`src/rtl/isqrt_seq_if.sv`:
```
// ============================================================================
// Module      : isqrt_seq_if
// Description : Request/result bundle for the sequential integer square root.
//               The requester drives start/a; the root unit returns
//               busy/valid and the registered sqrt/rem result.
// Revision    : 1.0 - initial release
// ============================================================================
`default_nettype none

interface isqrt_seq_if #(
  parameter int WIDTH = 8
);
  localparam int c_H = WIDTH / 2;

  logic             start;
  logic [WIDTH-1:0] a;
  logic             busy;
  logic             valid;
  logic [c_H-1:0]   sqrt;
  logic [c_H:0]     rem;

  modport master (output start, output a,
                  input  busy,  input  valid, input sqrt, input rem);
  modport slave  (input  start, input  a,
                  output busy,  output valid, output sqrt, output rem);
endinterface

`default_nettype wire

```
`src/rtl/isqrt_seq.sv`:
```
// ============================================================================
// Module      : isqrt_seq
// Description : Sequential restoring (digit-by-digit) integer square root.
//               Retires one root bit per clock, WIDTH/2 iterations per
//               request, returns floor(sqrt(a)) and a - sqrt^2.
// Revision    : 1.0 - initial release
// ============================================================================
`default_nettype none

module isqrt_seq #(
  parameter int WIDTH = 8
) (
  input  wire logic   clk,
  input  wire logic   reset,
  isqrt_seq_if.slave  bus
);

  localparam int c_H  = WIDTH / 2;
  localparam int c_CW = (c_H > 1) ? $clog2(c_H) : 1;
  localparam logic [c_CW-1:0] c_LAST = c_CW'(c_H - 1);

  typedef enum logic [1:0] {
    S_IDLE = 2'd0,
    S_CALC = 2'd1,
    S_DONE = 2'd2
  } state_t;

  state_t            r_state;
  state_t            w_next;
  logic              w_accept;
  logic              w_last;

  logic [WIDTH-1:0]  r_x;
  logic [c_H+1:0]    r_r;
  logic [c_H-1:0]    r_q;
  logic [c_CW-1:0]   r_count;
  logic              r_busy;
  logic              r_valid;
  logic [c_H-1:0]    r_sqrt;
  logic [c_H:0]      r_rem;

  logic [c_H+1:0]    w_rp;
  logic [c_H+2:0]    w_t;
  logic [c_H+1:0]    w_rnext;
  logic [c_H-1:0]    w_qnext;

  // One restoring step: bring down the next radicand digit pair and try
  // subtracting 4q+1; the sign of the trial decides the new root bit.
  // The partial remainder never exceeds 2q, so the top two bits shifted
  // out of r are always zero.
  always_comb begin
    w_rp = (r_r << 2) | (c_H+2)'(r_x[WIDTH-1:WIDTH-2]);
    w_t  = {1'b0, w_rp} - {1'b0, r_q, 2'b01};
    if (!w_t[c_H+2]) begin
      w_rnext = w_t[c_H+1:0];
      w_qnext = (r_q << 1) | c_H'(1);
    end else begin
      w_rnext = w_rp;
      w_qnext = r_q << 1;
    end
  end

  // State register.
  always_ff @(posedge clk or posedge reset) begin
    if (reset) r_state <= S_IDLE;
    else       r_state <= w_next;
  end

  // Next-state decode: accept in IDLE/DONE, finish on the last iteration.
  always_comb begin
    w_next   = r_state;
    w_accept = 1'b0;
    w_last   = 1'b0;
    case (r_state)
      S_IDLE, S_DONE: begin
        if (bus.start) begin
          w_accept = 1'b1;
          w_next   = S_CALC;
        end
      end
      S_CALC: begin
        if (r_count == c_LAST) begin
          w_last = 1'b1;
          w_next = S_DONE;
        end
      end
      default: w_next = S_IDLE;
    endcase
  end

  // Datapath and registered outputs; sqrt/rem only change on completion.
  always_ff @(posedge clk or posedge reset) begin
    if (reset) begin
      r_x     <= '0;
      r_r     <= '0;
      r_q     <= '0;
      r_count <= '0;
      r_busy  <= 1'b0;
      r_valid <= 1'b0;
      r_sqrt  <= '0;
      r_rem   <= '0;
    end else if (w_accept) begin
      r_x     <= bus.a;
      r_r     <= '0;
      r_q     <= '0;
      r_count <= '0;
      r_busy  <= 1'b1;
      r_valid <= 1'b0;
    end else if (r_state == S_CALC) begin
      r_x     <= r_x << 2;
      r_r     <= w_rnext;
      r_q     <= w_qnext;
      r_count <= r_count + c_CW'(1);
      if (w_last) begin
        r_sqrt  <= w_qnext;
        r_rem   <= w_rnext[c_H:0];
        r_busy  <= 1'b0;
        r_valid <= 1'b1;
      end
    end
  end

  assign bus.busy  = r_busy;
  assign bus.valid = r_valid;
  assign bus.sqrt  = r_sqrt;
  assign bus.rem   = r_rem;

endmodule

`default_nettype wire

```
`src/flat_wrapper.sv`:
```
// flat-port wrapper written by rule: the top's interface ports become plain ports
module isqrt_seq_flat 
#(
  parameter int WIDTH = 8
)
  (clk, reset, bus_start, bus_a, bus_busy, bus_valid, bus_sqrt, bus_rem);
  isqrt_seq_if #(.WIDTH(WIDTH)) bus_i ();
  input  wire logic clk;
  input  wire logic reset;
  input wire logic [$bits(bus_i.start)-1:0] bus_start;
  input wire logic [$bits(bus_i.a)-1:0] bus_a;
  output wire logic [$bits(bus_i.busy)-1:0] bus_busy;
  output wire logic [$bits(bus_i.valid)-1:0] bus_valid;
  output wire logic [$bits(bus_i.sqrt)-1:0] bus_sqrt;
  output wire logic [$bits(bus_i.rem)-1:0] bus_rem;
  assign bus_i.start = bus_start;
  assign bus_i.a = bus_a;
  assign bus_busy = bus_i.busy;
  assign bus_valid = bus_i.valid;
  assign bus_sqrt = bus_i.sqrt;
  assign bus_rem = bus_i.rem;
  isqrt_seq #(.WIDTH(WIDTH)) u_core (.clk(clk), .reset(reset), .bus(bus_i));
endmodule
```
`config.mk`:
```
export PLATFORM = sky130hd
export DESIGN_NAME = isqrt_seq_flat
export DESIGN_NICKNAME = d
export VERILOG_FILES = /design/src/rtl/isqrt_seq_if.sv /design/src/rtl/isqrt_seq.sv /design/src/flat_wrapper.sv
export SDC_FILE = /design/constraint.sdc
export NUM_CORES = 1
export LEC_CHECK = 0
export ABC_AREA = 0
export BUFFER_PORTS_ARGS = -buffer_cell sky130_fd_sc_hd__buf_2
export CORE_MARGIN = 2
export CORE_UTILIZATION = 40
export DETAILED_ROUTE_END_ITERATION = 8
export SYNTH_ARGS = -nofsm -noshare
export SYNTH_HDL_FRONTEND = slang
export SYNTH_SLANG_ARGS = --single-unit
```
`constraint.sdc`:
```
create_clock -name clk -period 1.7 [get_ports clk]
set_input_delay 0 -clock clk [delete_from_list [all_inputs] [get_ports clk]]
set_output_delay 0 -clock clk [all_outputs]
set_load 0.02 [all_outputs]
```
; ---- Word-level counts from Yosys, hierarchy flattened
; Index checks and enable logic that the tools add are counted.
[word_totals]
out_inout_bits = 11
ff_bits = 31
input_bits = 11
elab_cells = 48
[op_classes]
muxes = 23
bitwise = 2
eq_ne = 5
reduce_logical = 7
n_addsub = 2
[ops]
columns = operator, n
row1 = 4-bit 2-to-1 mux, 4
row2 = 8-bit 2-to-1 mux, 2
row3 = 1-bit 2-to-1 mux, 11
row4 = 2-bit 2-to-1 mux, 4
row5 = 6-bit by 6-bit subtractor with 7-bit output, 1
row6 = 6-bit by 2-bit bitwise OR with 6-bit output, 1
row7 = 5-bit 2-to-1 mux, 1
row8 = "2-bit == test, second input constant", 2
row9 = 2-bit one-hot mux with 2 select lines, 1
row10 = 2-bit AND reduction, 2
row11 = 2-bit nonzero test, 2
row12 = 3-bit AND reduction, 1
row13 = "2-bit by 1-bit adder with 2-bit output, second input constant", 1
row14 = "2-bit by 1-bit == test with 1-bit output, second input constant", 1
row15 = 2-bit zero test, 1
row16 = "2-bit by 1-bit inequality test with 1-bit output, second input constant", 1
row17 = "2-bit inequality test, second input constant", 1
row18 = 2-bit OR reduction, 1
row19 = 1-bit inverter, 1

; ---- Longest topological paths before layout
; Gate-level depths: netlist of the first run.
[logic_depth]
ltp_word = 6
depth_mapped = 7
ltp_nobuf = 7

; ---- Worst setup path before layout of the first run
; OpenSTA, ideal clock, no wires.
[synth_timing]
path_kind = register to register
start = register u_core.r_q[0]
end = register u_core.r_rem[1] (netlist: u_core.bus.rem[1])
path_buffers = 0
setup_slack_ns = -0.012
path_stages_with_launch = 8
t_required_ns = 1.625
arrival_ns = 1.637
cell_sequence = dfrtp_1 inv_1 ha_1 nor2b_4 o221ai_2 a21oi_4 mux2_4 o21ai_2
[synth_via]
elab_chain_cells = 2
[synth_lines]
columns = element, line
row1 = from (decl), isqrt_seq.sv:35  ; logic [c_H-1:0] r_q;
row2 = from (signal assigned), isqrt_seq.sv:112  ; r_q <= w_qnext;
row3 = 6-bit by 6-bit subtractor with 7-bit output, isqrt_seq.sv:53  ; w_t = {1'b0, w_rp} - {1'b0, r_q, 2'b01};
row4 = 5-bit 2-to-1 mux, isqrt_seq.sv:54  ; if (!w_t[c_H+2]) begin
row5 = to (signal assigned), isqrt_seq.sv:116  ; r_rem <= w_rnext[c_H:0];
row6 = to (decl), isqrt_seq.sv:40  ; logic [c_H:0] r_rem;
; No other way between the ends.
; A chain may end at the register's enable or synchronous reset.

; ---- Final worst setup path of the first run
[layout_timing]
start = register u_core.r_r[0]
end = register u_core.r_r[1]
[layout_via]
elab_chain_cells = 5
[layout_lines]
columns = element, line
row1 = from (decl), isqrt_seq.sv:34  ; logic [c_H+1:0] r_r;
row2 = from (signal assigned), isqrt_seq.sv:111  ; r_r <= w_rnext;
row3 = 6-bit by 2-bit bitwise OR with 6-bit output, isqrt_seq.sv:52  ; w_rp = (r_r << 2) | (c_H+2)'(r_x[WIDTH-1:WIDTH-2]);
row4 = 6-bit by 6-bit subtractor with 7-bit output, isqrt_seq.sv:53
row5 = 5-bit 2-to-1 mux, isqrt_seq.sv:54
row6 = 4-bit 2-to-1 mux, isqrt_seq.sv:109  ; end else if (r_state == S_CALC) begin
row7 = 4-bit 2-to-1 mux, isqrt_seq.sv:102  ; end else if (w_accept) begin
; No other way between the ends. The select of a mux whose other input is x is not followed.

==> impl_metrics.toml, run 1 <==
[sta]
slew_viol_final = 0
post-route-period-util = 1.075
maxSlewHeadroom = 0.5875
rsz0062_at_grt = "yes"
finalSetupViolations = 9
fmax_ghz = 0.5473
hold_viol_final = 0
worst_clock_skew_ns = 0.002558
tns_ns = -0.6780
worst_pin_slew_ns = 0.6182
layout_min_cycle_time_ns = 1.827
fin_ws_ns = -0.1270
holdWs_ns = 0.2804

[pwr]
finalPower_uw = 4054
seq_power_share = 0.308
swShare = 0.4120
p_per_area_nw_per_um2 = 2185
p_int_uw = 2384
clkPwrFrac = 0.092
vdd_drop_max_mv = 0.8493
switching_power_uw = 1670
p_leak_uw = 0.0009127
p_comb_frac = 0.600

[grt]
grt_antenna_before_repair = 0
grt_max_degree = 32
busiest_layer = "met2"
use_met1 = 0.1787
gr-total-overflow = 0
grtUsageTotal = 0.1625
grt_pass1_vias = 1153
grt_pass1_wl_um = 4892
grt_use_met2 = 0.2816
gr-usage-met3 = 0.05536

[min_path]
worstHoldPathType = "input pin to asynchronous set/reset pin"

[die]
die_w_um = 63.35
die_h_um = 63.35
placementRows = 21
die_area_sq_um = 4013
io_pins = 22
start_util = 0.4189
coreArea_sq_um = 3363

[synthesis]
synth-seq-cells = 31
synth.avg_cell_area_sq_um = 10.51
synth_fp_nets = 151
synth_seq_area_share = 0.5506
synth_area_leaders = "dfrtp_1 55%, nand2_1 7.7%, ha_1 5.3%"
yosys.area.top_type = "dfrtp_1"
synth.top_cell.area_share = 0.5506
synth_cell_types = 26
syn_inst = 134
yosysWarningCount = 0
synth_area_sq_um = 1409

[cts]
cts_max_level = 2
cts.sinks = 31
clockBufferDepth = 2
clk_latency_ns = 0.33
path_clk_slew_ns = 0.09
cts_tree = "yes"
cts-root-buf = "clkbuf_4"
tritoncts.num_buffers = 5

[place]
dp.cells = 209
hpwl_um = 2015
place_ws_ns = -0.09318
finalWeightedCongestion = 0.8022
io_buffers = 21

[final_layout]
multi_input_area_sq_um = 614.3
area_delta_synth_final_pct = 31.71
antenna_cells = 0
stdcell_count = 229
drive_gt1_frac = 0.3005
fill_cells = 341
seqCellArea_sq_um = 775.7
nNetsFinal = 201

[critical_path]
required_ns = 1.96
path_max_fanout = 7
endpoint_kind = "register"
start_kind = "register"
crit_slowest_cell = "dfrtp_1"
arrival_ns = 2.08
cp_cell_sequence = "ha_4 > nor2b_4 > o221ai_4 > a21oi_4 > mux2_4 > o21ai_2"
crit_type = "register to register"
slowest_delay_ns = 0.42
r2r_slack_ns = -0.13

[job]
drv_cap = 0

[routing]
wl_per_cell_um = 12.77
vias = 1114
viasPerCell = 4.865
ant_nets = 0
route.detailed.drc = 0
drt-total-wl_um = 2925
drtIter0Drc = 37
first_pass_iters = 4

[outcome]
status = "finished with violations"
violations = "negative setup slack"
-- cells by family after synthesis --
kind of cell / count (synthesis) / synth area share
XOR/XNOR: 4 / 0.02486
adder cells (fa/ha/maj): 6 / 0.05328
AND/OR/NAND/NOR: 44 / 0.1368
flip-flops: 31 / 0.5506
AO/OA/AOI/OAI: 31 / 0.1581
multiplexers: 5 / 0.03996
buffers and inverters: 13 / 0.03641
-- sequential cells by signal (all words and copies together) (netlist names) --
signal and cells:
u_core.r_count 2, u_core.r_x 8, u_core.r_r 4, u_core.bus.rem 5, u_core.bus.valid 1, u_core.r_q 4, u_core.r_state 2, u_core.bus.busy 1
u_core.bus.sqrt 4
-- repair_timing --
action | CTS | global route
pin swaps | 3 | 3
setup buffers | 2 | 2
endpoints found under the setup margin | 9 | 21
endpoints found under the hold margin | 40 | 0
resized for setup | 0 | 5
hold buffers | 10 | 0
-- cell usage in the layout, fill, tap and decap left out, drive strengths merged --
cell type,n
nand3,2
dlygate4sd3,10
mux2,2
nand2b,2
a221o,2
mux2i,3
dfrtp,31
inv,7
nor2b,3
a21oi,1
o221ai,1
nand2,29
clkbuf,6
o22ai,1
buf,39
a22o,4
nor3,2
xnor2,4
ha,6
a22oi,4
or2,1
o21ai,17
nor2,5
o21a,1
-- worst max-delay path: cells and delay by family (launching register included) --
kind,cells,cell delay [ns]
AOI/OAI and AO/OA,3,0.53
adders and majority gates,1,0.28
DFF,1,0.42
muxes,1,0.35
and+or+nand+nor,1,0.17
-- synthesized netlist by cell type --
master	n
a22oi_1	4
clkbuf_1	4
o21ai_2	2
o221ai_2	1
o21ai_1	15
nand2_1	29
nand3_1	2
inv_1	7
mux2i_1	3
mux2_4	1
xnor2_1	4
nor2b_1	2
nor2_1	5
ha_1	6
nand2b_1	2
a22o_1	4
buf_2	2
dfrtp_1	31
mux2_1	1
nor2b_4	1
o22ai_1	1
nor3_1	2
a221o_1	2
o21a_1	1
or2_1	1
a21oi_4	1
-- path summary, 6_finish.rpt --
kind / startpoint / endpoint / cells after the start
worst max-delay path: u_core.r_r[0]$_DFFE_PP0P_ / u_core.r_r[1]$_DFFE_PP0P_ / 6
min in group clk: bus_a[3] / u_core.r_x[3]$_DFFE_PP0P_ / 4
worst max register to register: u_core.r_r[0]$_DFFE_PP0P_ / u_core.r_r[1]$_DFFE_PP0P_ / 6
worst min register to register: u_core.bus.rem[1]$_DFFE_PP0P_ / u_core.bus.rem[1]$_DFFE_PP0P_ / 2
worst min-delay path: reset / u_core.r_state[0]$_DFFE_PP0P_ / 4
max in group asynchronous: reset / u_core.r_x[1]$_DFFE_PP0P_ / 4
-- metal layers --
metal | vias up | routed length, um | share of wire
met5 | - | 0 | 0
met3 | 5 | 124 | 0.042
met2 | 21 | 1495 | 0.51
li1 | 556 | - | -
met4 | 0 | 59 | 0.020
met1 | 532 | 1245 | 0.43
-- metrics by stage --
step / cell area, sq um / utilization
finish: 1856 / 0.5517
global route: 1856 / 0.5517
CTS: 1821 / 0.5413
detailed placement: 1664 / 0.4948
global placement: 1664 / 0.4948
floorplan: 1421 / -
-- power groups by stage --
stage          Sequential (uW)  Clock [uW]  Combinational [uW]
2_1_floorplan             1370           0                1450
3_3_place_gp              1250           0                2150
3_5_place_dp              1260           0                2210
4_1_cts                   1250         389                2300
5_1_grt                   1290         424                2710
6_report                  1250         373                2430
-- final cells by class --
class,count,share of cell area
clock buffers,6,0.02225
inverters,7,0.01416
multi-input cells,90,0.3311
flip-flops and latches,31,0.4181
well taps,46,0.03102
repair buffers,49,0.1834
(Power assumes the default switching activity.)
==> run 2, diff against run 1 <==
- CORE_ASPECT_RATIO: not set -> 1.75
- MAX_ROUTING_LAYER: not set -> met4
- PLACE_DENSITY: not set -> 0.58
==> run 2 against run 1 <==
  * The flow still finishes with violations (negative setup slack)
  * Global-route usage increased by 1.9 points
  * Sequential cell count is the same
  * Wire length is 0.65% higher
  * Worst setup slack better by 0.076 ns
  * Clock skew is 0.0018 ns higher
  * Utilization is 2.5 points higher
  * Total power increased by 7.6%
  * Clock-buffer cell count grew 1
  * Critical endpoint unchanged
  * Largest power group unchanged
==> impl_metrics.toml, run 2 (synthesis results as in run 1) <==
[outcome]
status = "finished with violations"
violations = "negative setup slack"

[sta]
post-route-period-util = 1.030
layout_min_cycle_time_ns = 1.751
hold_viol_final = 0
worst_clock_skew_ns = 0.004381
fin_ws_ns = -0.05082
worst_pin_slew_ns = 0.6163
fmax_ghz = 0.5712
maxSlewHeadroom = 0.5887
tns_ns = -0.2142
slew_viol_final = 0
finalSetupViolations = 7
rsz0062_at_grt = "yes"

[final_layout]
area_delta_synth_final_pct = 37.66
fill_cells = 308
antenna_cells = 0
final_util = 0.5766
layout_commonest_cell = "dfrtp_1"
largest_reg_flops = 8
finalInstanceArea_sq_um = 1939
drive_gt1_frac = 0.3211
layout_common_cells = "31 x dfrtp_1, 29 x nand2_1, 22 x buf_4, 21 x buf_2, 15 x o21ai_1"
nNetsFinal = 206
largest_register = "u_core.r_x"

[routing]
route.detailed.drc = 0
vias = 1106
first_pass_iters = 3
ant_nets = 0
drtIter0Drc = 14
drt-total-wl_um = 2944
wl_per_cell_um = 12.53
viasPerCell = 4.706

[critical_path]
required_ns = 1.91
crit_type = "register to register"
path_max_fanout = 7
start_kind = "register"
endpoint_kind = "register"
r2r_cells = 6
arrival_ns = 1.96

[grt]
grtUsageTotal = 0.1811
use_met1 = 0.1569
gr-total-overflow = 0
busiest_layer = "met2"
grt_use_met2 = 0.3534
grt_antenna_before_repair = 0
grt_pass1_wl_um = 5209
gr-usage-met3 = 0.03777
grt_max_degree = 32
grt_pass1_vias = 1247

[place]
place_area_sq_um = 1708
finalWeightedCongestion = 0.7838
hpwl_um = 2195
io_buffers = 21
place_ws_ns = -0.1091

[pwr]
clkPwrFrac = 0.125
p_per_area_nw_per_um2 = 2249
vdd_drop_max_mv = 1.165
p_comb_frac = 0.587
p_leak_uw = 0.0009593
swShare = 0.3967
switching_power_uw = 1730
seq_power_share = 0.287
p_int_uw = 2632

[die]
die_area_sq_um = 4031
placementRows = 28
die_h_um = 82.51
coreArea_sq_um = 3363
start_util = 0.4189
die_w_um = 48.86
io_pins = 22

[cts]
clockBufferDepth = 2
path_clk_slew_ns = 0.06
cts_tree = "yes"
cts-root-buf = "clkbuf_8"
cts.sinks = 31
clk_latency_ns = 0.28
tritoncts.num_buffers = 5
cts_max_level = 2

[min_path]
worstHoldPathType = "input pin to asynchronous set/reset pin"

[job]
drv_cap = 0
run 2: metal layers:
metal  part of all wire  vias to the layer above
met5                  0                        -
met4              0.025                        0
met3              0.027                        7
met2               0.58                       18
met1               0.37                      513
li1                   -                      568
run 2: stage by stage:
step                instances  hold WS, ns  power [uW]
floorplan                 134       0.1035        2825
global placement          214      0.09229        3545
detailed placement        214      0.09829        3600
CTS                       234       0.3398        4268
global route              235       0.4033        4731
finish                    235       0.3276        4362
run 2: path summary, 6_finish.rpt:
| check | startpoint | endpoint | slack (ns) |
|---|---|---|---|
| worst min register to register | u_core.bus.rem[1]$_DFFE_PP0P_ | u_core.bus.rem[1]$_DFFE_PP0P_ | 0.47 |
| worst max register to register | u_core.r_r[0]$_DFFE_PP0P_ | u_core.r_r[1]$_DFFE_PP0P_ | -0.05 |
| min in group clk | bus_a[5] | u_core.r_x[5]$_DFFE_PP0P_ | 0.46 |
| worst max-delay path | u_core.r_r[0]$_DFFE_PP0P_ | u_core.r_r[1]$_DFFE_PP0P_ | -0.05 |
| max in group asynchronous | reset | u_core.bus.rem[0]$_DFFE_PP0P_ | 1.08 |
| worst min-delay path | reset | u_core.r_state[1]$_DFFE_PP0P_ | 0.33 |
run 2: layout make-up:
class | instances | area [sq um] | area share
Sequential cell | 31 | 775.7 | 0.4000
Multi-Input combinational cell | 90 | 618.1 | 0.3187
Timing Repair Buffer | 54 | 381.6 | 0.1968
Clock buffer | 7 | 76.32 | 0.03935
Tap cell | 45 | 56.30 | 0.02903
Inverter | 7 | 26.28 | 0.01355
Clock inverter | 1 | 5.005 | 0.002581
run 2: worst max-delay path, stage by stage (launching register included):
cell      delay, ns
dfrtp_1        0.41
ha_4           0.28
nor2b_4        0.15
o221ai_2       0.12
a21oi_4        0.27
mux2_4         0.35
o21ai_2        0.11
run 2: power by group through the flow:
| stage | clock, uW | combinational [uW] | sequential, uW |
|---|---|---|---|
| after floorplan | 0 | 1450 | 1370 |
| after global placement | 0 | 2290 | 1260 |
| after detailed placement | 0 | 2330 | 1270 |
| after CTS | 568 | 2450 | 1250 |
| after global routing | 595 | 2840 | 1290 |
| final | 547 | 2560 | 1250 |
run 2: repair_timing:
item                                    4_1_cts  5_1_grt
pin swaps                                     1        2
gates cloned                                  0        0
setup buffers                                 2        1
hold buffers                                 10        0
resized for setup                             3        3
hold endpoints to repair                     40        0
endpoints found under the setup margin       12       11
==> run 3, diff against run 2 <==
- PLACE_DENSITY: 0.58 -> 0.56
- SKIP_CTS_REPAIR_TIMING: not set -> 1
- clock period: 1.7 -> 1.9 ns (I/O delays scaled with it)
==> run 3 against run 2 <==
  * The flow finishes with violations (negative hold slack)
  * Sequential share of layout area rose by 3.1 points
  * First-iteration DRC count fell by 57%
  * Total power fell by 19%
  * Via count fell by 1.9%
  * Die area did not move
  * Clock power fell by 5.7%
  * Worst hold slack got worse by 0.34 ns
  * Final cell count fell by 7.2%
  * Sequential cell count did not move
  * Combinational power fell by 27%
  * Critical path type unchanged
  * Critical endpoint is now u_core.bus.rem[1]$_DFFE_PP0P_
==> impl_metrics.toml, run 3 (synthesis results as in run 1) <==
[outcome]
status = "finished with violations"
violations = "negative hold slack"

[routing]
ant_nets = 0
route.detailed.drc = 0
wl_per_cell_um = 13.27
drtIter0Drc = 6
viasPerCell = 4.977
top_layer_used = "met4"
drt-total-wl_um = 2893
wl_met2_um = 1604
dr_wl_met3_um = 83
vias = 1085
first_pass_iters = 4
met1Wirelength_um = 1107

[sta]
slew_viol_final = 0
fin_ws_ns = 0.08793
maxSlewHeadroom = 0.6858
holdWs_ns = -0.01011
finalSetupViolations = 0
hold_viol_final = 1
worst_clock_skew_ns = 0.005504
fmax_ghz = 0.5519
rsz0062_at_grt = "yes"
layout_min_cycle_time_ns = 1.812
worst_pin_slew_ns = 0.4713
post-route-period-util = 0.9537

[critical_path]
arrival_ns = 2.02
endpoint_kind = "register"
r2r_start = "u_core.r_q[0]$_DFFE_PP0P_"
cp_num_buf_inv = 1
worst-path-stages = 7
endpoint = "u_core.bus.rem[1]$_DFFE_PP0P_"
slowest_delay_ns = 0.37
cp_cell_sequence = "inv_2 > ha_4 > nor2b_4 > o221ai_2 > a21oi_4 > mux2_4 > o21ai_2"
reg2reg_to = "u_core.bus.rem[1]$_DFFE_PP0P_"
r2r_slack_ns = 0.09
r2r_cells = 7
start_kind = "register"
crit_path_start = "u_core.r_q[0]$_DFFE_PP0P_"
crit_slowest_cell = "dfrtp_1"
path_max_fanout = 7
crit_type = "register to register"
required_ns = 2.11
cp_top_family = "compound AO/OA/AOI/OAI gates"

[pwr]
vdd_drop_max_mv = 1.004
finalPower_uw = 3521
p_per_area_nw_per_um2 = 1958
p_leak_uw = 0.0008805

[place]
finalWeightedCongestion = 0.7939
io_buffers = 21
place_ws_ns = 0.03343
hpwl_um = 2107

[cts]
cts_tree = "yes"
cts_max_level = 2
path_clk_slew_ns = 0.06
tritoncts.num_buffers = 5
cts-root-buf = "clkbuf_8"
clk_latency_ns = 0.28
cts.sinks = 31
clockBufferDepth = 2

[die]
die_area_sq_um = 4031
die_w_um = 48.86
start_util = 0.4189
io_pins = 22
coreArea_sq_um = 3363
placementRows = 28
die_h_um = 82.51

[final_layout]
largest_reg_flops = 8
drive_gt1_frac = 0.2659
final_util = 0.5346
largest_register = "u_core.r_x"
area_delta_synth_final_pct = 27.62
layout_commonest_cell = "dfrtp_1"
layout_common_cells = "31 x dfrtp_1, 29 x nand2_1, 21 x buf_2, 15 x o21ai_1, 9 x dlygate4sd3_1"
antenna_cells = 0
nNetsFinal = 190
fill_cells = 337

[min_path]
min_from = "bus_start"
worstHoldPathType = "input pin to register"

[job]
drv_cap = 0

[grt]
grt_pass1_vias = 1118
grt_pass1_wl_um = 4878
grt_antenna_before_repair = 0
grt_max_degree = 32
gr-total-overflow = 0
grtUsageTotal = 0.1693
-- run 3: layout make-up --
cell class | count | area (sq um) | area share
clock buffer | 6 | 82.58 | 0.04593
sequential | 31 | 775.7 | 0.4315
inverter | 7 | 26.28 | 0.01461
multi-input combinational | 90 | 596.8 | 0.3319
clock inverter | 1 | 5.005 | 0.002784
timing repair buffer | 38 | 255.2 | 0.1420
tap | 45 | 56.30 | 0.03132
-- run 3: layer usage --
metal / GRT usage / vias to the layer above
met2: 0.3082 / 20
met5: - / -
li1: - / 534
met4: 0.1171 / 0
met3: 0.03777 / 7
met1: 0.1577 / 524
-- run 3: per-stage QoR --
step | cell area, sq um | TNS (ns) | cells | hold WS (ns)
after CTS | 1678 | 0 | 207 | -0.2026
after detailed placement | 1590 | 0 | 200 | 0.1038
after global placement | 1590 | 0 | 200 | 0.09511
after global routing | 1798 | -0.1293 | 218 | 0.04446
final | 1798 | 0 | 218 | -0.01011
after floorplan | 1409 | 0 | 134 | 0.1035
-- run 3: worst reg2reg max path: cells and delay by family, from the launching register on --
| family | cells | cell delay (ns) |
|---|---|---|
| AOI/OAI and AO/OA | 3 | 0.55 |
| adders and majority gates | 1 | 0.27 |
| buffers and inverters | 1 | 0.07 |
| DFF | 1 | 0.37 |
| muxes | 1 | 0.35 |
| and+or+nand+nor | 1 | 0.14 |
-- run 3: power breakdown --
group,switching (uW),internal [uW]
sequential,172,957
combinational,1030,850
clock,232,284
-- run 3: worst min-delay path by stage --
| stage | cells past startpoint | slack [ns] | end |
|---|---|---|---|
| after floorplan | 1 | 0.10 | u_core.bus.busy$_DFFE_PP0P_ |
| after global placement | 3 | 0.1 | u_core.r_count[0]$_DFFE_PP0P_ |
| after detailed placement | 3 | 0.10 | u_core.r_state[1]$_DFFE_PP0P_ |
| after CTS | 3 | -0.20 | u_core.r_state[1]$_DFFE_PP0P_ |
| after global routing | 4 | 0.04 | u_core.r_state[1]$_DFFE_PP0P_ |
| final | 4 | -0.01 | u_core.r_state[1]$_DFFE_PP0P_ |
